`src/rtl/hazard_stall_controller_if.sv`:
```
// Hazard controller bundle between the ID/EX stage logic and the stall controller.
//   master : pipeline side, drives hazard sources, receives stall/flush controls.
//   slave  : hazard_stall_controller side.
// Signals
//   DMRd_ex, rd_ex                 EX-stage load flag and destination register
//   rs1_de, rs2_de                 ID-stage source registers
//   rs1_used_de, rs2_used_de       ID instruction actually reads the source
//   md_start_ex                    first EX cycle of a mul/div op
//   branch_taken_ex                branch/jump resolved taken in EX
//   perf_clr                       clear the stall-cycle counter
//   stall_fd, bubble_ex, stall_ex  PC/IF-ID hold, ID/EX NOP select, EX hold
//   flush_fd, busy, stall_cnt      IF/ID squash, FSM active, stall-cycle count
interface hazard_stall_controller_if #(
    parameter int unsigned REG_ADDR_W = 5,
    parameter int unsigned PERF_W     = 16
);
    logic                  DMRd_ex;
    logic [REG_ADDR_W-1:0] rd_ex;
    logic [REG_ADDR_W-1:0] rs1_de;
    logic [REG_ADDR_W-1:0] rs2_de;
    logic                  rs1_used_de;
    logic                  rs2_used_de;
    logic                  md_start_ex;
    logic                  branch_taken_ex;
    logic                  perf_clr;
    logic                  stall_fd;
    logic                  bubble_ex;
    logic                  stall_ex;
    logic                  flush_fd;
    logic                  busy;
    logic [PERF_W-1:0]     stall_cnt;

    modport master (
        output DMRd_ex, rd_ex, rs1_de, rs2_de, rs1_used_de, rs2_used_de,
        output md_start_ex, branch_taken_ex, perf_clr,
        input  stall_fd, bubble_ex, stall_ex, flush_fd, busy, stall_cnt
    );

    modport slave (
        input  DMRd_ex, rd_ex, rs1_de, rs2_de, rs1_used_de, rs2_used_de,
        input  md_start_ex, branch_taken_ex, perf_clr,
        output stall_fd, bubble_ex, stall_ex, flush_fd, busy, stall_cnt
    );
endinterface

```
`src/rtl/hazard_stall_controller.sv`:
```
// Pipeline hazard controller for the 5-stage core: load-use stalls with a configurable
// load latency, multi-cycle mul/div EX occupancy, taken-branch flush and a saturating
// stall-cycle counter. Hazards are detected combinationally; multi-cycle stalls are held
// by a small FSM with a remaining-cycle down-counter.
// Ports
//   clk  : core clock, rising edge
//   rst  : synchronous active-high reset; forces all outputs to 0 while asserted
//   hz   : hazard bundle (slave modport), see hazard_stall_controller_if
module hazard_stall_controller #(
    parameter int unsigned REG_ADDR_W = 5,
    parameter int unsigned LOAD_LAT   = 1,
    parameter int unsigned MD_LAT     = 4,
    parameter int unsigned PERF_W     = 16
) (
    input  logic                     clk,
    input  logic                     rst,
    hazard_stall_controller_if.slave hz
);
    localparam int unsigned MaxLat = (LOAD_LAT > MD_LAT) ? LOAD_LAT : MD_LAT;
    localparam int unsigned RemW   = $clog2(MaxLat) + 1;
    // First cycle of each stall happens in IDLE, so the counter covers the remainder.
    localparam logic [RemW-1:0] LdInit = RemW'((LOAD_LAT > 1) ? LOAD_LAT - 1 : 0);
    localparam logic [RemW-1:0] MdInit = RemW'((MD_LAT > 2) ? MD_LAT - 2 : 0);

    typedef enum logic [1:0] {StIdle, StLdWait, StMdBusy} state_e;

    state_e            state_q, state_d;
    logic [RemW-1:0]   rem_q, rem_d;
    logic [PERF_W-1:0] cnt_q, cnt_d;

    logic load_use;
    logic stall_fd, bubble_ex, stall_ex, flush_fd;

    // rd_ex == 0 is x0 and never creates a dependency.
    assign load_use = hz.DMRd_ex && (hz.rd_ex != '0) &&
                      ((hz.rs1_used_de && (hz.rs1_de == hz.rd_ex)) ||
                       (hz.rs2_used_de && (hz.rs2_de == hz.rd_ex)));

    always_comb begin
        state_d   = state_q;
        rem_d     = rem_q;
        stall_fd  = 1'b0;
        bubble_ex = 1'b0;
        stall_ex  = 1'b0;
        flush_fd  = 1'b0;
        if (rst) begin
            state_d = StIdle;
            rem_d   = '0;
        end else begin
            unique case (state_q)
                StIdle: begin
                    if (hz.branch_taken_ex) begin
                        // Wrong-path instruction in ID is squashed, not stalled.
                        flush_fd  = 1'b1;
                        bubble_ex = 1'b1;
                    end else if (hz.md_start_ex && (MD_LAT > 1)) begin
                        stall_fd = 1'b1;
                        stall_ex = 1'b1;
                        if (MD_LAT > 2) begin
                            state_d = StMdBusy;
                            rem_d   = MdInit;
                        end
                    end else if (load_use) begin
                        stall_fd  = 1'b1;
                        bubble_ex = 1'b1;
                        if (LOAD_LAT > 1) begin
                            state_d = StLdWait;
                            rem_d   = LdInit;
                        end
                    end
                end
                StLdWait: begin
                    stall_fd  = 1'b1;
                    bubble_ex = 1'b1;
                    if (rem_q == RemW'(1)) begin
                        state_d = StIdle;
                        rem_d   = '0;
                    end else begin
                        rem_d = rem_q - RemW'(1);
                    end
                end
                StMdBusy: begin
                    stall_fd = 1'b1;
                    stall_ex = 1'b1;
                    if (rem_q == RemW'(1)) begin
                        state_d = StIdle;
                        rem_d   = '0;
                    end else begin
                        rem_d = rem_q - RemW'(1);
                    end
                end
                default: begin
                    state_d = StIdle;
                    rem_d   = '0;
                end
            endcase
        end
    end

    always_comb begin
        cnt_d = cnt_q;
        if (hz.perf_clr) begin
            cnt_d = '0;
        end else if (stall_fd && (cnt_q != '1)) begin
            cnt_d = cnt_q + PERF_W'(1);
        end
    end

    always_ff @(posedge clk) begin
        if (rst) begin
            state_q <= StIdle;
            rem_q   <= '0;
            cnt_q   <= '0;
        end else begin
            state_q <= state_d;
            rem_q   <= rem_d;
            cnt_q   <= cnt_d;
        end
    end

    assign hz.stall_fd  = stall_fd;
    assign hz.bubble_ex = bubble_ex;
    assign hz.stall_ex  = stall_ex;
    assign hz.flush_fd  = flush_fd;
    assign hz.busy      = !rst && (state_q != StIdle);
    assign hz.stall_cnt = rst ? '0 : cnt_q;
endmodule

```
`src/flat_wrapper.sv`:
```
// flat-port wrapper written by rule: the top's interface ports become plain ports
module hazard_stall_controller_flat 
#(
    parameter int unsigned REG_ADDR_W = 5,
    parameter int unsigned LOAD_LAT   = 1,
    parameter int unsigned MD_LAT     = 4,
    parameter int unsigned PERF_W     = 16
)
  (clk, rst, hz_DMRd_ex, hz_rd_ex, hz_rs1_de, hz_rs2_de, hz_rs1_used_de, hz_rs2_used_de, hz_md_start_ex, hz_branch_taken_ex, hz_perf_clr, hz_stall_fd, hz_bubble_ex, hz_stall_ex, hz_flush_fd, hz_busy, hz_stall_cnt);
  hazard_stall_controller_if #(.REG_ADDR_W(REG_ADDR_W), .PERF_W(PERF_W)) hz_i ();
  input  logic clk;
  input  logic rst;
  input wire logic [$bits(hz_i.DMRd_ex)-1:0] hz_DMRd_ex;
  input wire logic [$bits(hz_i.rd_ex)-1:0] hz_rd_ex;
  input wire logic [$bits(hz_i.rs1_de)-1:0] hz_rs1_de;
  input wire logic [$bits(hz_i.rs2_de)-1:0] hz_rs2_de;
  input wire logic [$bits(hz_i.rs1_used_de)-1:0] hz_rs1_used_de;
  input wire logic [$bits(hz_i.rs2_used_de)-1:0] hz_rs2_used_de;
  input wire logic [$bits(hz_i.md_start_ex)-1:0] hz_md_start_ex;
  input wire logic [$bits(hz_i.branch_taken_ex)-1:0] hz_branch_taken_ex;
  input wire logic [$bits(hz_i.perf_clr)-1:0] hz_perf_clr;
  output wire logic [$bits(hz_i.stall_fd)-1:0] hz_stall_fd;
  output wire logic [$bits(hz_i.bubble_ex)-1:0] hz_bubble_ex;
  output wire logic [$bits(hz_i.stall_ex)-1:0] hz_stall_ex;
  output wire logic [$bits(hz_i.flush_fd)-1:0] hz_flush_fd;
  output wire logic [$bits(hz_i.busy)-1:0] hz_busy;
  output wire logic [$bits(hz_i.stall_cnt)-1:0] hz_stall_cnt;
  assign hz_i.DMRd_ex = hz_DMRd_ex;
  assign hz_i.rd_ex = hz_rd_ex;
  assign hz_i.rs1_de = hz_rs1_de;
  assign hz_i.rs2_de = hz_rs2_de;
  assign hz_i.rs1_used_de = hz_rs1_used_de;
  assign hz_i.rs2_used_de = hz_rs2_used_de;
  assign hz_i.md_start_ex = hz_md_start_ex;
  assign hz_i.branch_taken_ex = hz_branch_taken_ex;
  assign hz_i.perf_clr = hz_perf_clr;
  assign hz_stall_fd = hz_i.stall_fd;
  assign hz_bubble_ex = hz_i.bubble_ex;
  assign hz_stall_ex = hz_i.stall_ex;
  assign hz_flush_fd = hz_i.flush_fd;
  assign hz_busy = hz_i.busy;
  assign hz_stall_cnt = hz_i.stall_cnt;
  hazard_stall_controller #(.REG_ADDR_W(REG_ADDR_W), .LOAD_LAT(LOAD_LAT), .MD_LAT(MD_LAT), .PERF_W(PERF_W)) u_core (.clk(clk), .rst(rst), .hz(hz_i));
endmodule
```
`config.mk`:
```
export PLATFORM = sky130hd
export DESIGN_NAME = hazard_stall_controller_flat
export DESIGN_NICKNAME = d
export VERILOG_FILES = /design/src/rtl/hazard_stall_controller_if.sv /design/src/rtl/hazard_stall_controller.sv /design/src/flat_wrapper.sv
export SDC_FILE = /design/constraint.sdc
export NUM_CORES = 1
export LEC_CHECK = 0
export ABC_CLOCK_PERIOD_IN_PS = 3450
export CORE_ASPECT_RATIO = 0.7
export CORE_MARGIN = 2
export CORE_UTILIZATION = 51
export CTS_BUF_LIST = sky130_fd_sc_hd__clkbuf_2
export DETAILED_ROUTE_END_ITERATION = 7
export GPL_TIMING_DRIVEN = 0
export PLACE_DENSITY = 0.88
export SLEW_MARGIN = 20
export SYNTH_ARGS = -nofsm -noshare
export SYNTH_HDL_FRONTEND = slang
export SYNTH_SLANG_ARGS = --single-unit
```
`constraint.sdc`:
```
create_clock -name clk -period 3.45 [get_ports clk]
set_clock_uncertainty 0.2 [all_clocks]
set_input_delay 0.345 -clock clk [delete_from_list [all_inputs] [get_ports clk]]
set_output_delay 0.345 -clock clk [all_outputs]
set_load 0.02 [all_outputs]
```
==> qor.txt <==
status: complete, no violations
largest net degree at the start of global routing: 13
post_cts resized: 0
setup_tns: 0 ns
Worst setup EP type: output pin
arrival time worst endpoint: 2.55 ns
Initial Utilization: 53.5%
r2r endpoint: u_core.cnt_q[10]
Hold Path Class: reg -> reg
# port buffers: 42
Slew HR: 69.1%
GRT overflow: 0
Clock H-tree levels: 1
Worst Path Required: 2.90 ns
Clock Sink Count: 20
Hold-fix buffers, CTS: 0
pwr dens: 284 mW/mm^2
Hold Crit Start: u_core.cnt_q[11]
GR peak layer: met2
Final Hold Viols: 0
initial antenna violation count: 0
Cell Rows: 15
Final Wtd Congestion: 0.811
fmax: 0.323 GHz
fin. max-slew vios: 0
DR vias: 1,488
Hold WS: 0.322 ns
critical-path cell list: clkdlybuf4s50_1 > xnor2_1 > nand4_1 > o22ai_1 > nand2b_1 > o21ba_2 > nor3_1 > clkdlybuf4s50_1
Syn Inst Count: 167
register bit total from synthesis: 20
share of layout cells above drive strength 1: 6.57%
Period minus WS final: 3.09 ns
library cells used by synthesis: 36
Total Routing Usage GR: 27.7%
CP delay by family, top: buffers and inverters
postcts setup bufs: 0
root buffer cell: clkbuf_2
Worst Hold Depth: 2
Num CTS Buffers: 3
type of the worst setup path: in -> out
leading area contributor after synthesis: dfxtp_1
insertion delay to the later sink of the worst-skew pair: 0.33 ns
area share of the largest cell type after synthesis: 30.4%
DRT Pass-1 Iters: 8
Seq/Total Area, Yosys: 30.4%
placed insts: 243
DRT iter0 DRCs: 167
most used cell, CP: clkdlybuf4s50_1
mean cell area of the mapped netlist: 7.88 sq um
most frequent cells in the layout: clkdlybuf4s50_1 (42), dfxtp_1 (20), nor2b_1 (16), a21oi_1 (16), nor2_1 (13)
Mapped Area: 0.00132 sq mm
RR Startpoint: u_core.cnt_q[0]
Crit path buffers/inverters: 2
routed length per instance: 15.9 um
largest cells by area after synthesis: dfxtp_1 (30%), nor2b_1 (7.6%), xnor2_1 (6.7%)
maximum root-to-sink buffer count: 2
M1 GR Usage: 37.0%
io pins: 44
Die Ht: 46.5 um
most common cell after layout, fill and taps aside: clkdlybuf4s50_1
Startpoint Class: primary input
Pleak: 0.586 nW
die width: 64.7 um
M2 GR Usage: 48.0%
Total Power: 0.518 mW
most used flip-flop cell after synthesis: dfxtp_1
antenna viol nets, final: 0
total routed wirelength: 3930 um
first-pass GRT wire length: 6350 um
asr flop ratio synth: 0%
actual slew at the worst max-slew pin: 0.464 ns
fill count: 189
Post-synth EDFFs: 0
Final #Nets: 240
Detailed Place HPWL: 3090 um
reg2reg path depth: 9
final std cells w/o fill: 247
crit-path max FO: 3
Avg Vias per Cell: 6.02
r2r setup slk: 1.03 ns
Worst-path clk slew: 0.19 ns
fin crit share: 89.7%
utilization after layout: 74.2%
n_diodes: 0
vias in the first global route: 1,358
Hold Path End: u_core.cnt_q[11]
area delta synth->final: 38.6%
Peak VDD IR: 0.204 mV
slowest CP cell: clkdlybuf4s50_1
# DRC: 0
syn_nets: 193
DIE AREA: 0.00301 sq mm
RSZ-0062 raised after global routing: no
Yosys warnings: 0
grt met3 use: 5.38%
core area: 0.00246 sq mm
slowest stage delay, CP: 0.64 ns
setup violators final: 0
CTS tree: done
MaxCap Viol Count: 0
-- per-stage QoR --
stage,worst slack [ns],cell area [sq um]
floorplan,1.39,1320
global placement,0.462,1780
detailed placement,0.404,1780
CTS,0.385,1820
global route,0.280,1820
finish,0.357,1820
-- layout make-up --
cell class	instances	area [sq um]	area share (%)
Multi-Input combinational cell	131	847	46.4
Timing Repair Buffer	42	420	23.0
Sequential cell	20	400	21.9
Buffer	10	46.3	2.54
Tap cell	34	42.5	2.33
Clock inverter	1	30.0	1.65
Inverter	6	22.5	1.23
Clock buffer	3	15.0	0.823
-- per-layer routing --
| layer | vias to the layer above | routed length, um |
|---|---|---|
| met5 | - | 0 |
| met3 | 9 | 353 |
| met1 | 692 | 1590 |
| met2 | 88 | 1930 |
| li1 | 699 | - |
| met4 | 0 | 53 |
-- sequential cells by signal (all words and copies together) (netlist names) --
register        cells
u_core.state_q      1
u_core.rem_q        3
u_core.cnt_q       16
-- synthesized netlist by cell type, types with 6 or more instances --
cell	instances
a21oi_1	16
clkbuf_1	7
dfxtp_1	20
inv_1	6
nand2_1	8
nand3_1	7
nand4_1	6
nor2_1	13
nor2b_1	16
o31ai_1	8
or4_1	9
xnor2_1	10
-- kinds of logic (layout without fill, tap and decap cells) --
family | Yosys count | in the layout | share of synthesized area (%)
xor+xnor | 12 | 12 | 7.98
buf+inv | 16 | 62 | 5.23
mux | 2 | 2 | 1.52
flops | 20 | 20 | 30.4
simple gates | 77 | 77 | 34.0
compound gates | 37 | 37 | 18.0
fa+ha+maj | 3 | 3 | 2.85
-- report_power, final --
group	switching (mW)	leakage, nW	internal (mW)	total [mW]
Combinational	0.0517	0.397	0.0513	0.103
Clock	0.0770	0.0266	0.100	0.177
Sequential	0.00272	0.162	0.235	0.238
Total	0.131	0.586	0.387	0.518
-- worst register-to-register path: stages (launching register included) --
cell and delay [ns]:
dfxtp_1 0.39, ha_1 0.27, nand3_1 0.13, nor2_1 0.07, a32oi_2 0.27, nand3_2 0.21, buf_4 0.24, buf_4 0.19
o31ai_1 0.25, a21oi_1 0.10
-- worst max-delay path by stage --
stage,from,end,cells after the start
after floorplan,hz_rd_ex[0],u_core.cnt_q[1],8
after detailed placement,hz_rd_ex[0],hz_bubble_ex,7
after global routing,hz_rd_ex[1],hz_bubble_ex,8
after CTS,hz_rd_ex[1],hz_bubble_ex,8
after global placement,hz_rd_ex[0],hz_bubble_ex,7
final,hz_rd_ex[1],hz_bubble_ex,8
Note: power is estimated with default switching activity, not from simulation.
